[config.mk]
export PLATFORM = sky130hd
export DESIGN_NAME = baud_rate_gen_flat
export DESIGN_NICKNAME = d
export VERILOG_FILES = /design/src/rtl/baud_rate_gen_if.sv /design/src/rtl/baud_rate_gen.sv /design/src/flat_wrapper.sv
export SDC_FILE = /design/constraint.sdc
export NUM_CORES = 1
export LEC_CHECK = 0
export CAP_MARGIN = 15
export CORE_MARGIN = 5
export CORE_UTILIZATION = 48
export CTS_CLUSTER_SIZE = 24
export DETAILED_ROUTE_END_ITERATION = 8
export PLACE_DENSITY = 0.69
export SLEW_MARGIN = 30
export SYNTH_ARGS = -nofsm -noshare
export SYNTH_HDL_FRONTEND = slang
export SYNTH_SLANG_ARGS = --single-unit
[constraint.sdc]
create_clock -name sys_clk -period 1.7 [get_ports sys_clk]
set_input_delay 0.425 -clock sys_clk [delete_from_list [all_inputs] [get_ports sys_clk]]
set_output_delay 0.425 -clock sys_clk [all_outputs]
set_load 0.005 [all_outputs]
[src/rtl/baud_rate_gen_if.sv]
// Baud-rate generator bundle: baud select in, oversampling/bit clocks and their rise ticks out.
interface baud_rate_gen_if;
   logic [1:0] sel_baud;
   logic       bclkx8;
   logic       bclk;
   logic       bclkx8_tick;
   logic       bclk_tick;

   modport master (
      input  sel_baud,
      output bclkx8,
      output bclk,
      output bclkx8_tick,
      output bclk_tick
   );

   modport slave (
      output sel_baud,
      input  bclkx8,
      input  bclk,
      input  bclkx8_tick,
      input  bclk_tick
   );
endinterface

[src/rtl/baud_rate_gen.sv]
// UART baud-rate generator: 50%-duty bclkx8 (8x baud) and bclk (1x baud) derived from sys_clk,
// with selectable 38400/19200/9600/4800 baud and registered one-cycle rise ticks.
module baud_rate_gen #(
   parameter int unsigned CLK_FREQ_HZ = 100_000_000,
   parameter int unsigned BASE_BAUD   = 38400
) (
   input  logic            sys_clk,
   input  logic            reset,
   baud_rate_gen_if.master bus
);

   localparam int unsigned PRESCALE = (CLK_FREQ_HZ + 8 * BASE_BAUD) / (16 * BASE_BAUD);
   localparam int unsigned PRE_W    = (PRESCALE > 1) ? $clog2(PRESCALE) : 1;

   logic [PRE_W-1:0] pre_cnt_q, pre_cnt_d;
   logic [2:0]       div_cnt_q, div_cnt_d;
   logic [2:0]       x8_cnt_q, x8_cnt_d;
   logic             bclkx8_q, bclkx8_d;
   logic             bclk_q, bclk_d;
   logic             bclkx8_tick_q, bclkx8_tick_d;
   logic             bclk_tick_q, bclk_tick_d;

   logic             pre_tick;
   logic             x8_toggle;
   logic             bclk_toggle;
   logic [2:0]       mask;

   // Next-state: prescaler, select divider, x8 divider and tick generation
   always_comb begin
      pre_tick      = (pre_cnt_q == PRE_W'(PRESCALE - 1));
      pre_cnt_d     = pre_tick ? '0 : pre_cnt_q + PRE_W'(1);
      div_cnt_d     = pre_tick ? div_cnt_q + 3'd1 : div_cnt_q;

      // sel_baud N selects a divide-by-2^N on pre_tick, taken from the low N bits of div_cnt
      case (bus.sel_baud)
         2'b00:   mask = 3'b000;
         2'b01:   mask = 3'b001;
         2'b10:   mask = 3'b011;
         default: mask = 3'b111;
      endcase

      x8_toggle     = pre_tick && ((div_cnt_q & mask) == mask);
      bclk_toggle   = x8_toggle && (x8_cnt_q == 3'd7);

      x8_cnt_d      = x8_toggle ? x8_cnt_q + 3'd1 : x8_cnt_q;
      bclkx8_d      = x8_toggle ? ~bclkx8_q : bclkx8_q;
      bclk_d        = bclk_toggle ? ~bclk_q : bclk_q;
      bclkx8_tick_d = x8_toggle && !bclkx8_q;
      bclk_tick_d   = bclk_toggle && !bclk_q;
   end

   always_ff @(posedge sys_clk) begin
      if (reset) begin
         pre_cnt_q     <= '0;
         div_cnt_q     <= '0;
         x8_cnt_q      <= '0;
         bclkx8_q      <= 1'b0;
         bclk_q        <= 1'b0;
         bclkx8_tick_q <= 1'b0;
         bclk_tick_q   <= 1'b0;
      end else begin
         pre_cnt_q     <= pre_cnt_d;
         div_cnt_q     <= div_cnt_d;
         x8_cnt_q      <= x8_cnt_d;
         bclkx8_q      <= bclkx8_d;
         bclk_q        <= bclk_d;
         bclkx8_tick_q <= bclkx8_tick_d;
         bclk_tick_q   <= bclk_tick_d;
      end
   end

   assign bus.bclkx8      = bclkx8_q;
   assign bus.bclk        = bclk_q;
   assign bus.bclkx8_tick = bclkx8_tick_q;
   assign bus.bclk_tick   = bclk_tick_q;

endmodule

[src/flat_wrapper.sv]
// flat-port wrapper written by rule: the top's interface ports become plain ports
module baud_rate_gen_flat 
#(
   parameter int unsigned CLK_FREQ_HZ = 100_000_000,
   parameter int unsigned BASE_BAUD   = 38400
)
  (sys_clk, reset, bus_sel_baud, bus_bclkx8, bus_bclk, bus_bclkx8_tick, bus_bclk_tick);
  baud_rate_gen_if bus_i ();
  input  logic sys_clk;
  input  logic reset;
  input wire logic [$bits(bus_i.sel_baud)-1:0] bus_sel_baud;
  output wire logic [$bits(bus_i.bclkx8)-1:0] bus_bclkx8;
  output wire logic [$bits(bus_i.bclk)-1:0] bus_bclk;
  output wire logic [$bits(bus_i.bclkx8_tick)-1:0] bus_bclkx8_tick;
  output wire logic [$bits(bus_i.bclk_tick)-1:0] bus_bclk_tick;
  assign bus_i.sel_baud = bus_sel_baud;
  assign bus_bclkx8 = bus_i.bclkx8;
  assign bus_bclk = bus_i.bclk;
  assign bus_bclkx8_tick = bus_i.bclkx8_tick;
  assign bus_bclk_tick = bus_i.bclk_tick;
  baud_rate_gen #(.CLK_FREQ_HZ(CLK_FREQ_HZ), .BASE_BAUD(BASE_BAUD)) u_core (.sys_clk(sys_clk), .reset(reset), .bus(bus_i));
endmodule
Word level (Yosys, flattened, before mapping)
Index checks and enable logic that the tools add are counted.
{ "op_classes": {"addsub": 3, "mul": 0, "div": 0, "order_cmp": 0, "eq_ne": 5, "shift": 0, "n_mux": 1, "n_bitwise": 3, "n_reduce_logical": 8} }
{ "op_table": {"columns": ["cell", "count"], "rows": [
  ["one-hot mux 3 bit (3 select lines)", 1],
  ["adder 8 x 1 -> 8 bit (second input constant)", 1],
  ["== test 8 bit (second input constant)", 1],
  ["adder 3 x 1 -> 3 bit (second input constant)", 2],
  ["logical AND 1 bit", 4],
  ["AND 3 bit", 1],
  ["== test 3 bit", 1],
  ["== test 3 bit (second input constant)", 1],
  ["== test 2 x 1 -> 1 bit (second input constant)", 1],
  ["== test 2 bit (second input constant)", 1],
  ["zero test 1 bit", 2],
  ["zero test 2 bit", 1],
  ["NOT 1 bit", 2],
  ["OR reduction 2 bit", 1]
]} }
{ "word_totals": {"reg_bits": 18, "latchBits": 0, "ram_bits": 0, "romBits": 0, "out_inout_bits": 4, "wordCells": 27, "n_memories": 0} }

Longest topological paths before layout
{ "logic_depth": {"word_depth": 7, "ltp_mapped": 6} }

Worst setup path before layout
OpenSTA, ideal clock, no wires.
{ "synth_timing": {"kind": "register to register", "start": "register u_core.pre_cnt_q[0]", "end": "register u_core.div_cnt_q[2]", "arrival_ns": 1.563, "slack_ns": 0.014, "path_stages_with_launch": 7, "n_path_buf": 0, "synth_period_minus_slack_ns": 1.686, "cell_sequence": "dfxtp_1 -> inv_1 -> ha_1 -> nand4b_1 -> nor4_2 -> and2_1 -> mux2_1"} }
{ "synth_between": {"elab_chain_cells": 1} }
{ "synth_lines": {"columns": ["item", "line_no", "text"], "rows": [
  ["start, declared", "baud_rate_gen.sv:15", "logic [PRE_W-1:0] pre_cnt_q, pre_cnt_d;"],
  ["start signal, assigned", "baud_rate_gen.sv:62", "pre_cnt_q <= pre_cnt_d;"],
  ["== test 8 bit", "baud_rate_gen.sv:30", "pre_tick = (pre_cnt_q == PRE_W'(PRESCALE - 1));"],
  ["end signal, assigned", "baud_rate_gen.sv:63", "div_cnt_q <= div_cnt_d;"],
  ["end, declared", "baud_rate_gen.sv:16", "logic [2:0] div_cnt_q, div_cnt_d;"]
]} }
No other way between the ends.
A chain may end at the register's enable or synchronous reset.

Final worst setup path
{ "layout_timing": {"start": "register u_core.pre_cnt_q[0]", "end": "register u_core.x8_cnt_q[0]"} }
{ "layout_between": {"elab_chain_cells": 2} }
{ "layout_lines": {"columns": ["item", "line_no", "text"], "rows": [
  ["== test 8 bit", "baud_rate_gen.sv:30", null],
  ["logical AND 1 bit", "baud_rate_gen.sv:42", "x8_toggle = pre_tick && ((div_cnt_q & mask) == mask);"],
  ["end signal, assigned", "baud_rate_gen.sv:64", "x8_cnt_q <= x8_cnt_d;"],
  ["end, declared", "baud_rate_gen.sv:17", "logic [2:0] x8_cnt_q, x8_cnt_d;"]
]} }
No other way between the ends.

==> impl_metrics.env <==
export IMPL_synth_fp_nets=92
export IMPL_finalCritPeriodShare_pct=98.1
export IMPL_grt_busiest_layer="met2"
export IMPL_synth_area_sq_um=825
export IMPL_synth_seq_cells=18
export IMPL_crit_required_ns=1.88
export IMPL_grt_overflow=0
export IMPL_setup_viol=0
export IMPL_criticalPathCategory="flop to flop"
export IMPL_place_hpwl_microns=1140
export IMPL_endpoint_kind="flop"
export IMPL_p_int_uw=544
export IMPL_grt_max_degree=11
export IMPL_synth_most_common_cell="dfxtp_1"
export IMPL_finalHoldViolations=0
export IMPL_use_met1_pct=12.7
export IMPL_slew_headroom_pct=80.2
export IMPL_synthArstFlopShare_pct=0
export IMPL_fp_dieArea_sq_mm=0.00265
export IMPL_synth_common_cells="dfxtp_1 (18), nor2_1 (13), nand2b_1 (6)"
export IMPL_hold_path_class="flop to flop"
export IMPL_clkPwrFrac_pct=29.9
export IMPL_synth_main_ff_cell="dfxtp_1"
export IMPL_syn_area_per_cell_sq_um=9.93
export IMPL_ys_warnings_count=0
export IMPL_switching_share_pct=23.3
export IMPL_drtIter0Drc=5
export IMPL_cts_hold_fix_buffers=0
export IMPL_synth_edff_count=0
export IMPL_critPathSlowestCell="or4_4"
export IMPL_fp_dieW_microns=51.4
export IMPL_seq_area_frac_synth_pct=43.7
export IMPL_maxCapViolations=0
export IMPL_post_cts_buffers=0
export IMPL_tritoncts="done"
export IMPL_drt_pre_antenna_iters=3
export IMPL_clk_latency_ns=0.29
export IMPL_pwr_share_comb_pct=9.1
export IMPL_power_density_mw_per_mm2=658
export IMPL_synthCells=83
export IMPL_worstMarginPinSlew_ns=0.297
export IMPL_wl_per_cell_microns=12.4
export IMPL_final_layout_size_suffix_gt1_share_pct=26.7
export IMPL_report_final_slew_viol_count=0
export IMPL_instances_no_fill=122
export IMPL_start_util_pct=49.4
export IMPL_switchingPower_uw=166
export IMPL_ant_nets=0
export IMPL_grt_first_pass_wirelength_microns=2500
export IMPL_synth_area_leaders="dfxtp_1 (44%), ha_1 (7.6%), nor2_1 (5.9%), xor2_1 (5.3%), nand2b_1 (4.6%)"
export IMPL_portBuffers=7
export IMPL_antenna_found_initial=0
export IMPL_start_kind="flop"
export IMPL_ir_drop_uv=521
export IMPL_routed_wl_microns=1520
export IMPL_crit_chain="inv_2 > ha_4 > nand4b_1 > or4_4 > buf_6 > o31ai_4 > a21oi_1"
export IMPL_netlist_area_leader_share_pct=43.7
export IMPL_worst_hold_slack_ns=0.487
export IMPL_layout_nets=116
export IMPL_clk_pin_slew_worst_paths_ns=0.10
export IMPL_area_delta_synth_final_pct=30.8
export IMPL_num_rows=15
export IMPL_fp_coreArea_sq_mm=0.00167
export IMPL_clockBufferDepth=2
export IMPL_path_max_fanout=3
export IMPL_finClkSkew_ns=0.00341
export IMPL_place_congestion=0.802
export IMPL_drc=0
export IMPL_cts_sinks=18
export IMPL_grt_pass1_vias=636
export IMPL_period_needed_ns=1.67
export IMPL_synth_cell_type_count=27
export IMPL_fmax_mhz=600
export IMPL_die_y_microns=51.4
export IMPL_grt_usage_pct=12.9
export IMPL_insertedDiodeCount=0
export IMPL_status="finished, final reports clean"
export IMPL_dpl_cell_count=119
export IMPL_cp_arrival_ns=1.85
export IMPL_finalPower_uw=710
export IMPL_seq_power_share_pct=60.9
export IMPL_cts_root_buf="clkbuf_4"
export IMPL_grt_use_met3_pct=2.62
export IMPL_synth_largest_area_cell="dfxtp_1"
export IMPL_htreeDepth=1
export IMPL_rsz0062_at_grt="true"
export IMPL_final_util_pct=64.6
export IMPL_met2_usage_pct=24.8
export IMPL_vias=658
export IMPL_viasPerCell=5.39
export IMPL_ioPinCount=8
export IMPL_numCtsBuffers=3
export IMPL_slowest_delay_ns=0.46
export IMPL_leakagePower_uw=0.000435
==> layout by cell type, fill, tap and decap left out, types with 2 or more instances in the layout <==
cell / synthesis / layout
mux2i_1: 3 / 3
clkbuf_4: 0 / 3
and3_1: 2 / 2
nor2b_1: 2 / 2
ha_1: 5 / 4
nand3_1: 5 / 5
xnor2_1: 2 / 2
nand2b_1: 6 / 5
nand3b_1: 2 / 2
nor2_1: 13 / 13
buf_4: 0 / 12
dfxtp_1: 18 / 16
a21oi_1: 3 / 3
clkdlybuf4s50_1: 0 / 7
dfxtp_2: 0 / 2
xor2_1: 5 / 5
==> sequential cells by signal, summed over array words and instances, names as in the netlist <==
name / flops
u_core.bus.bclkx8: 1
u_core.bus.bclkx8_tick: 1
u_core.bus.bclk: 1
u_core.div_cnt_q: 3
u_core.bus.bclk_tick: 1
u_core.pre_cnt_q: 8
u_core.x8_cnt_q: 3
==> final cells by class <==
class / instances / area (sq um)
repair buffers: 20 / 171
flip-flops and latches: 18 / 363
multi-input cells: 62 / 493
fillers: 134 / 592
clock buffers: 3 / 22.5
well taps: 17 / 21.3
inverters: 2 / 7.51
==> kinds of logic (layout without fill, tap and decap cells) <==
kind of cell / after synthesis / after routing / synth area share, %
AO/OA/AOI/OAI: 8 / 8 / 6.83
flip-flops: 18 / 18 / 43.7
AND/OR/NAND/NOR: 38 / 38 / 28.1
XOR/XNOR: 7 / 7 / 7.44
buffers and inverters: 3 / 25 / 1.37
multiplexers: 4 / 4 / 5.01
adder cells (fa/ha/maj): 5 / 5 / 7.59
==> timing repair <==
| action | CTS | global route |
|---|---|---|
| pin swaps | 0 | 1 |
| endpoints found under the setup margin | 5 | 12 |
| resized for setup | 3 | 8 |
==> critical path: cells and delay by family (launching register included) <==
family / cells / cell delay [ns]
adder cells (fa/ha/maj): 1 / 0.12
buffers and inverters: 2 / 0.21
AO/OA/AOI/OAI: 2 / 0.31
AND/OR/NAND/NOR: 2 / 0.58
flip-flops: 1 / 0.34
==> metal layers <==
metal | vias up | part of all wire [%]
li1 | 339 | -
met1 | 312 | 44
met2 | 5 | 52
met3 | 2 | 2.8
met4 | 0 | 0.53
met5 | - | 0
==> stage by stage <==
stage          area, sq um  setup slack (ns)  TNS [ns]
6_report              1080            0.0327         0
5_1_grt               1080           -0.0307   -0.0604
4_1_cts               1050          -0.00504  -0.00504
3_5_place_dp          1010            -0.141    -0.246
3_3_place_gp          1010           -0.0849    -0.145
2_1_floorplan          825            0.0137         0
==> power groups by stage <==
stage                     Combinational [uW]  Sequential [uW]  Clock (uW)
after floorplan                         22.4              444           0
after global placement                  57.0              440           0
after detailed placement                59.0              440           0
after CTS                               60.4              430         217
after global routing                    72.3              434         239
final                                   64.7              433         213
==> worst paths after layout <==
kind,from,endpoint,slack (ns),depth (start not counted)
max,u_core.pre_cnt_q[0],u_core.x8_cnt_q[0],0.03,7
min,u_core.x8_cnt_q[1],u_core.x8_cnt_q[1],0.49,2
max reg2reg,u_core.pre_cnt_q[0],u_core.x8_cnt_q[0],0.03,7
min reg2reg,u_core.x8_cnt_q[1],u_core.x8_cnt_q[1],0.49,2
Note: power is estimated with default switching activity, not from simulation.
